<file path="src/rtl/mem_arb_pkg.sv">
// Shared types and constants for the two-requester data-memory arbiter.
// Holds the FSM state encoding, requester-id width and the address-check helper.
package mem_arb_pkg;

  localparam int unsigned MEM_BYTES_DEFAULT = 4096;
  localparam int unsigned REQ_ID_W          = 1;

  typedef logic [REQ_ID_W-1:0] req_id_t;

  typedef enum logic {
    S_IDLE   = 1'b0,
    S_ACCESS = 1'b1
  } state_t;

  // A word access is rejected when misaligned or when it would run past the last word.
  function automatic logic addr_err(input logic [31:0] addr, input int unsigned mem_bytes);
    return (addr[1:0] != 2'b00) || (addr > 32'(mem_bytes - 4));
  endfunction

endpackage

</file>
<file path="src/rtl/rr_arbiter2.sv">
// Two-way round-robin picker: a sole requester wins; on a tie the requester
// that was not granted last wins. Output is one-hot (or zero when idle).
module rr_arbiter2
  import mem_arb_pkg::*;
(
  input  logic [1:0] i_valid,
  input  req_id_t    i_last_grant,
  output logic [1:0] o_grant
);

  // NOTE: every signal written in always_comb gets a default first, so no
  // path through the case leaves it unassigned and no latch is inferred.
  always_comb begin
    o_grant = 2'b00;
    case (i_valid)
      2'b01:   o_grant = 2'b01;
      2'b10:   o_grant = 2'b10;
      2'b11:   o_grant = (i_last_grant == req_id_t'(1)) ? 2'b01 : 2'b10;
      default: o_grant = 2'b00;
    endcase
  end

endmodule

</file>
<file path="src/rtl/mem_arbiter.sv">
// Arbitrates two load/store requesters onto one combinational-read data memory.
// Each accepted request spends one cycle in ACCESS and returns a one-cycle response.
module mem_arbiter
  import mem_arb_pkg::*;
#(
  parameter int unsigned MEM_BYTES = MEM_BYTES_DEFAULT
) (
  input  logic        clk,
  input  logic        rst,

  input  logic        req0_valid,
  input  logic        req0_write,
  input  logic [31:0] req0_addr,
  input  logic [31:0] req0_wdata,
  output logic        req0_ready,
  output logic        resp0_valid,
  output logic [31:0] resp0_rdata,
  output logic        resp0_err,

  input  logic        req1_valid,
  input  logic        req1_write,
  input  logic [31:0] req1_addr,
  input  logic [31:0] req1_wdata,
  output logic        req1_ready,
  output logic        resp1_valid,
  output logic [31:0] resp1_rdata,
  output logic        resp1_err,

  output logic        mem_read,
  output logic        mem_write,
  output logic [31:0] mem_address,
  output logic [31:0] mem_wdata,
  input  logic [31:0] mem_rdata
);

  state_t      r_state;
  state_t      w_next_state;
  req_id_t     r_last_grant;
  req_id_t     r_owner;
  logic        r_write;
  logic        r_err;
  logic [31:0] r_addr;
  logic [31:0] r_wdata;

  logic [1:0]  r_resp_valid;
  logic [1:0]  r_resp_err;
  logic [31:0] r_resp_rdata [2];

  logic [1:0]  w_valid;
  logic [1:0]  w_grant;
  logic [1:0]  w_ready;
  logic        w_idle;
  logic        w_accept;
  req_id_t     w_grant_id;
  logic        w_sel_write;
  logic [31:0] w_sel_addr;
  logic [31:0] w_sel_wdata;

  assign w_valid = {req1_valid, req0_valid};

  rr_arbiter2 u_rr (
    .i_valid      (w_valid),
    .i_last_grant (r_last_grant),
    .o_grant      (w_grant)
  );

  // Ready is also masked by rst so every output reads 0 while reset is held.
  assign w_idle     = (r_state == S_IDLE) && !rst;
  assign w_ready    = w_idle ? w_grant : 2'b00;
  assign w_accept   = |w_ready;
  assign w_grant_id = req_id_t'(w_ready[1]);

  assign w_sel_write = w_ready[1] ? req1_write : req0_write;
  assign w_sel_addr  = w_ready[1] ? req1_addr  : req0_addr;
  assign w_sel_wdata = w_ready[1] ? req1_wdata : req0_wdata;

  assign req0_ready  = w_ready[0];
  assign req1_ready  = w_ready[1];

  always_comb begin
    w_next_state = r_state;
    case (r_state)
      S_IDLE:   if (w_accept) w_next_state = S_ACCESS;
      S_ACCESS: w_next_state = S_IDLE;
      default:  w_next_state = S_IDLE;
    endcase
  end

  always_comb begin
    mem_read    = 1'b0;
    mem_write   = 1'b0;
    mem_address = '0;
    mem_wdata   = '0;
    if (r_state == S_ACCESS && !r_err) begin
      mem_read    = !r_write;
      mem_write   = r_write;
      mem_address = r_addr;
      mem_wdata   = r_wdata;
    end
  end

  // NOTE: sequential state uses non-blocking assignments so every register
  // samples pre-edge values, independent of statement or process order.
  always_ff @(posedge clk or posedge rst) begin
    if (rst) begin
      r_state      <= S_IDLE;
      r_last_grant <= req_id_t'(1);
      r_owner      <= '0;
      r_write      <= 1'b0;
      r_err        <= 1'b0;
      r_addr       <= '0;
      r_wdata      <= '0;
    end else begin
      r_state <= w_next_state;
      if (w_accept) begin
        r_last_grant <= w_grant_id;
        r_owner      <= w_grant_id;
        r_write      <= w_sel_write;
        r_addr       <= w_sel_addr;
        r_wdata      <= w_sel_wdata;
        r_err        <= addr_err(w_sel_addr, MEM_BYTES);
      end
    end
  end

  // Responses are single-cycle pulses registered at the edge that ends ACCESS.
  always_ff @(posedge clk or posedge rst) begin
    if (rst) begin
      r_resp_valid    <= '0;
      r_resp_err      <= '0;
      r_resp_rdata[0] <= '0;
      r_resp_rdata[1] <= '0;
    end else begin
      r_resp_valid    <= '0;
      r_resp_err      <= '0;
      r_resp_rdata[0] <= '0;
      r_resp_rdata[1] <= '0;
      if (r_state == S_ACCESS) begin
        r_resp_valid[r_owner] <= 1'b1;
        r_resp_err[r_owner]   <= r_err;
        r_resp_rdata[r_owner] <= (!r_err && !r_write) ? mem_rdata : 32'h0;
      end
    end
  end

  assign resp0_valid = r_resp_valid[0];
  assign resp0_err   = r_resp_err[0];
  assign resp0_rdata = r_resp_rdata[0];
  assign resp1_valid = r_resp_valid[1];
  assign resp1_err   = r_resp_err[1];
  assign resp1_rdata = r_resp_rdata[1];

endmodule

</file>
<file path="config.mk">
export PLATFORM = sky130hd
export DESIGN_NAME = mem_arbiter
export DESIGN_NICKNAME = d
export VERILOG_FILES = /design/src/rtl/mem_arb_pkg.sv /design/src/rtl/rr_arbiter2.sv /design/src/rtl/mem_arbiter.sv
export SDC_FILE = /design/constraint.sdc
export NUM_CORES = 1
export LEC_CHECK = 0
export BUFFER_PORTS_ARGS = -buffer_cell sky130_fd_sc_hd__buf_4
export CAP_MARGIN = 30
export CORE_AREA = 8 8 140 109
export DETAILED_ROUTE_END_ITERATION = 6
export DIE_AREA = 0 0 148 117
export PLACE_DENSITY = 0.89
export SYNTH_ARGS = -nofsm -noshare
export SYNTH_HDL_FRONTEND = slang
export SYNTH_SLANG_ARGS = --single-unit
</file>
<file path="constraint.sdc">
create_clock -name clk -period 5.5 [get_ports clk]
set_input_delay 0.55 -clock clk [delete_from_list [all_inputs] [get_ports clk]]
set_output_delay 0.55 -clock clk [all_outputs]
set_load 0.1 [all_outputs]
</file>
==> impl_metrics.tcl, run 1 <==
set metrics [dict create \
    worst_reg_to_reg_setup_slack_ps 3290 \
    routabilityCongestion 0.852 \
    finalSetupViolations 0 \
    worst_clock_skew_ps 10.6 \
    clk-insertion-delay-late_ps 410 \
    final_area_um2 8860 \
    nets 1039 \
    crit_family "simple AND/OR/NAND/NOR gates" \
    tritoncts_num_sinks 137 \
    postCtsResizedCells 0 \
    synthesized_area_fraction_occupied_by_ao_oa_aoi_and_oai_cells 0.0729 \
    antenna_left 0 \
    critical_path_arrival_ps 2320 \
    cts_made_buffers 17 \
    synth-main-ff-cell "dfrtp_1" \
    ys_seq_elements 137 \
    clk_transition_reported_paths_ps 60 \
    synthesized_area_fraction_occupied_by_and_or_nand_nor_cells 0.270 \
    cell_rows 37 \
    crit_path_start_kind "flip-flop" \
    finalMaxSlewViolations 0 \
    post_synth_inst_count 584 \
    tritoncts_clock_tree "built" \
    power.static_leakage_nw 4.69 \
    cts-htree-levels 4 \
    area.growth.synth_to_final_pct 50.9 \
    avgViaCountPerCell 4.87 \
    grt_first_pass_wirelength_mm 28.1 \
    timing.setup.tns_ps 0 \
    drt_first_iter_violations 228 \
    grt_setup_unrepaired "false" \
    ios 302 \
    seq_area_frac_synth 0.584 \
    core_um2 13200 \
    route.final.wire_length_mm 18.4 \
    drc 0 \
    max-slew-margin-rel 0.473 \
    floorplan.die.height_um 117 \
    f_max_mhz 349 \
    synth_top_family_by_area "simple AND/OR/NAND/NOR gates" \
    layout_worst_path_cycle_share 0.521 \
    synth_nets 750 \
    cap_violations 0 \
    synth_xor_area_frac 0 \
    async_flop_share 1.00 \
    clock_tree_buf_depth 2 \
    synth_edf_count 0 \
    floorplan.die_area_um2 17300 \
    grt_usage 0.208 \
    placed_area_um2 8210 \
    critPathCaptureType "output port" \
    finalHoldViolCount 0 \
    drt_pass1_iterations 4 \
    mostFrequentLayoutCell "buf_4" \
    reg2reg_from "r_last_grant$_DFFE_PP1N_" \
    overflow 0 \
    hpwlAfterDp_mm 14.0 \
    timing.critical_path.slowest_cell_delay_ps 560 \
    post_route_cells_drive_above_1_share 0.395 \
    post_synth_fa_ha_maj_area_fraction 0 \
    timing.rr.end "r_wdata[19]$_DFFE_PP0N_" \
    mappedNetlistArea_um2 5870 \
    num_antenna_cells 0 \
    post_synth_num_cell_types 32 \
    vdd.ir_drop.worst_uv 247 \
    cts.hold.buffers_added 0 \
    reg2reg_depth 4 \
    post-cts-setup-buffers 0 \
    die-width_um 148 \
    routedWlPerCell_um 17.4 \
    clk_root_buffer_cell "clkbuf_16" \
    cellPowerDensity_nw_per_um2 320 \
    critical_path.cell_chain "nor2b_4 -> buf_4 -> and2_1 -> buf_4" \
    portBuffers 301 \
    most-common-layout-cells "308 x buf_4, 136 x dfrtp_1, 131 x and2_1, 92 x nand2_1, 68 x nor2_1" \
    crit_required_ps 4950 \
    critical_path_class "reg2out" \
    grt_pass1_vias 5373 \
    finalWorstPathRequiredPeriod_ps 2870 \
    critical_path_peak_fanout 34 \
    result_of_the_run "finished, final reports clean" \
    launch_point_of_the_critical_path "r_state$_DFF_PP0_" \
    syn_area_per_cell_um2 10.1 \
    bufs_and_invs_on_worst_path 2 \
    tightest_hold_check_type "in2async" \
    worst_path_most_repeated_cell "buf_4" \
    starting_utilization_of_the_core_area 0.443 \
    muxShareOfSynthArea 0.0358 \
    ys_warn_count 0 \
    num_vias 5164 \
    critPathSlowestCell "nor2b_4" \
    number_of_antenna_violations_at_the_first_check_in_global_routing 0 \
    grt_start_max_net_pins 86 \
    worst_slew_pin_slew_ps 790 \
]
-- report_power, final --
part           internal [mW]  total, mW  switching (mW)
Combinational          0.184      0.386           0.202
Sequential              1.15       1.23          0.0822
Clock                  0.745       1.22           0.478
-- cell families after synthesis --
kind of cell / after synthesis
buffers and inverters: 41
muxes: 21
AOI/OAI and AO/OA: 71
DFF: 137
and+or+nand+nor: 314
-- per-layer routing --
layer,vias to the layer above,part of all wire,GRT usage,wire [µm]
li1,2492,-,-,-
met1,2427,0.37,0.225,6840
met2,221,0.50,0.355,9190
met3,24,0.11,0.101,2100
met4,0,0.016,0.0650,302
met5,-,0,0,0
-- Yosys cell counts, types with 7 or more instances --
master,number,area (µm²)
nor4_1,7,43.8
nor2_1,68,255
clkbuf_1,22,82.6
buf_2,8,40.0
dfrtp_1,136,3400
and2_1,131,820
a21oi_1,22,110
a31oi_1,44,275
buf_6,7,78.8
nand2_1,92,345
mux2i_1,21,210
-- state kept, by name (all words and copies together) (netlist names) --
register and flops:
resp0_rdata 32, r_wdata 32, r_resp_valid 2, resp1_rdata 32, r_state 1, r_last_grant 1, r_resp_err 2, r_addr 32
r_owner 1, r_err 1, r_write 1
-- cell type report --
| class | instances | area [µm²] |
|---|---|---|
| clock inverters | 15 | 225 |
| inverters | 3 | 17.5 |
| flip-flops and latches | 137 | 3430 |
| repair buffers | 308 | 2310 |
| well taps | 175 | 219 |
| multi-input cells | 406 | 2230 |
| clock buffers | 17 | 425 |
| fillers | 1031 | 4380 |
-- how the worst max path moves through the flow --
| stage | end | slack (ps) | cells after the start |
|---|---|---|---|
| floorplan | r_addr[0]$_DFFE_PP0N_ | 1280 | 1 |
| global placement | req0_ready | 3040 | 6 |
| detailed placement | req0_ready | 3000 | 6 |
| CTS | mem_read | 2570 | 4 |
| global route | mem_read | 2470 | 4 |
| finish | mem_wdata[15] | 2630 | 4 |
-- metrics by stage --
stage          power [mW]  hold slack (ps)  cells  setup slack [ps]  utilization
2_1_floorplan        1.46              450    584              1280            -
3_3_place_gp         1.61              461   1029              3040        0.620
3_5_place_dp         1.63              473   1029              3000        0.620
4_1_cts              2.87              323   1061              2570        0.669
5_1_grt              2.97              337   1061              2470        0.669
6_report             2.84              301   1061              2630        0.669
Note: power is estimated with default switching activity, not from simulation.
==> run 2: changes to the inputs <==
--- a/config.mk
+++ b/config.mk
@@ -7,10 +7,10 @@
 export LEC_CHECK = 0
 export BUFFER_PORTS_ARGS = -buffer_cell sky130_fd_sc_hd__buf_4
 export CAP_MARGIN = 30
-export CORE_AREA = 8 8 140 109
+export CORE_AREA = 8 8 148 115
 export DETAILED_ROUTE_END_ITERATION = 6
-export DIE_AREA = 0 0 148 117
-export PLACE_DENSITY = 0.89
+export DIE_AREA = 0 0 156 123
+export PLACE_DENSITY = 0.84
 export SYNTH_ARGS = -nofsm -noshare
 export SYNTH_HDL_FRONTEND = slang
 export SYNTH_SLANG_ARGS = --single-unit
==> constraint.sdc (replaced) <==
create_clock -name clk -period 2.58 [get_ports clk]
set_input_delay 0.258 -clock clk [delete_from_list [all_inputs] [get_ports clk]]
set_output_delay 0.258 -clock clk [all_outputs]
set_load 0.1 [all_outputs]
==> impl_metrics.tcl, run 2 (same netlist as run 1, synthesis figures left out) <==
set metrics [dict create \
    clock_tree_buf_depth 2 \
    timing.setup.tns_ps 0 \
    area.growth.synth_to_final_pct 52.2 \
    final_area_um2 8940 \
    critical_path_peak_fanout 29 \
    clk-insertion-delay-late_ps 420 \
    core_um2 14800 \
    number_of_antenna_violations_at_the_first_check_in_global_routing 0 \
    fill_cells 1235 \
    drc 0 \
    cap_violations 0 \
    nets 1043 \
    clk_transition_reported_paths_ps 60 \
    layout_worst_path_cycle_share 0.888 \
    final_core_util 0.604 \
    vdd.ir_drop.worst_uv 451 \
    worst_slew_pin_slew_ps 764 \
    starting_utilization_of_the_core_area 0.397 \
    result_of_the_run "finished, final reports clean" \
    tritoncts_clock_tree "built" \
    grt_usage 0.195 \
    routedWlPerCell_um 17.5 \
    routabilityCongestion 0.895 \
    grt_pass1_vias 5378 \
    place_worst_setup_slack_ps 736 \
    placed_cells 1062 \
    finalWorstPathRequiredPeriod_ps 2290 \
    f_max_mhz 437 \
    grt_first_pass_wirelength_mm 29.3 \
    finalMaxSlewViolations 0 \
    floorplan.die.height_um 123 \
    critPathCaptureType "output port" \
    tritoncts_num_sinks 137 \
    antenna_left 0 \
    post_route_cells_drive_above_1_share 0.397 \
    drt_pass1_iterations 4 \
    cell_rows 39 \
    grt_start_max_net_pins 80 \
    cts-htree-levels 4 \
    crit_required_ps 2320 \
    worst_clock_skew_ps 12.4 \
    cts_made_buffers 17 \
    critical_path_class "in2out" \
    fin_cells 1095 \
    timing.final.ws_setup_ps 290 \
    placed_area_um2 8330 \
    multi_input_area_um2 2230 \
    overflow 0 \
    num_vias 5188 \
    drt_first_iter_violations 235 \
    finalSetupViolations 0 \
    cellPowerDensity_nw_per_um2 658 \
    critical_path_arrival_ps 2030 \
    mostFrequentLayoutCell "buf_4" \
    sequential_cell_area_um2 3430 \
    postCtsResizedCells 0 \
    route.final.wire_length_mm 19.2 \
    hpwlAfterDp_mm 14.3 \
    crit_path_start_kind "input port" \
    finalHoldViolCount 0 \
    portBuffers 301 \
    max-slew-margin-rel 0.491 \
    tightest_hold_check_type "in2reg" \
    num_antenna_cells 0 \
    avgViaCountPerCell 4.74 \
    grt_setup_unrepaired "false" \
    ios 302 \
    power.static_leakage_nw 4.69 \
    most-common-layout-cells "306 x buf_4, 136 x dfrtp_1, 131 x and2_1, 92 x nand2_1, 68 x nor2_1" \
    die-width_um 156 \
    clk_root_buffer_cell "clkbuf_16" \
    floorplan.die_area_um2 19200 \
]
run 2: changes by cell type in the layout (fill, tap and decap cells not counted), sizes merged:
cell / delta
bufinv: -1
buf: +3
clkinvlp: +4
inv: -5
clkinv: +2
dlygate4sd3: +1
run 2: power breakdown:
| part | internal, mW | switching (mW) |
|---|---|---|
| Clock | 1.44 | 0.971 |
| Sequential | 2.45 | 0.172 |
| Combinational | 0.405 | 0.438 |
run 2: path summary, 6_finish.rpt:
path	startpoint	cells after the start	end	slack [ps]
setup / recovery	rst	6	req1_ready	290
hold / removal	mem_rdata[24]	2	resp0_rdata[24]$_DFF_PP0_	50
setup reg to reg	r_state$_DFF_PP0_	5	r_err$_DFFE_PP0N_	770
hold reg to reg	r_last_grant$_DFFE_PP1N_	2	r_last_grant$_DFFE_PP1N_	480
max in group asynchronous	rst	4	r_addr[8]$_DFFE_PP0N_	1290
min in group asynchronous	rst	3	resp0_rdata[26]$_DFF_PP0_	560
run 2: area by class of cell:
| type | count | area share |
|---|---|---|
| Sequential cell | 137 | 0.384 |
| Inverter | 3 | 0.00182 |
| Multi-Input combinational cell | 406 | 0.250 |
| Timing Repair Buffer | 312 | 0.269 |
| Clock buffer | 17 | 0.0476 |
| Tap cell | 205 | 0.0287 |
| Clock inverter | 15 | 0.0188 |
run 2: layer usage:
metal | vias to the layer above | global-route usage | wire [µm]
met5 | - | 0 | 0
met4 | 0 | 0.0520 | 248
met3 | 21 | 0.0894 | 1890
met2 | 228 | 0.333 | 9420
met1 | 2443 | 0.221 | 7660
li1 | 2496 | - | -
run 2: critical path, cell delays in order:
cell and delay, ps:
dlygate4sd3_1 550, buf_4 160, a211oi_2 360, nand2_4 270, inv_1 130, buf_4 290
run 2: per-stage QoR:
| stage | power [mW] | hold slack [ps] |
|---|---|---|
| 5_1_grt | 6.16 | 31.7 |
| 3_3_place_gp | 3.46 | 435 |
| 2_1_floorplan | 3.11 | 387 |
| 4_1_cts | 5.95 | 32.8 |
| 6_report | 5.88 | 45.7 |
| 3_5_place_dp | 3.50 | 445 |
run 2: what timing repair did:
action,4_1_cts,5_1_grt
setup buffers,0,0
hold buffers,1,0
hold endpoints to repair,30,0
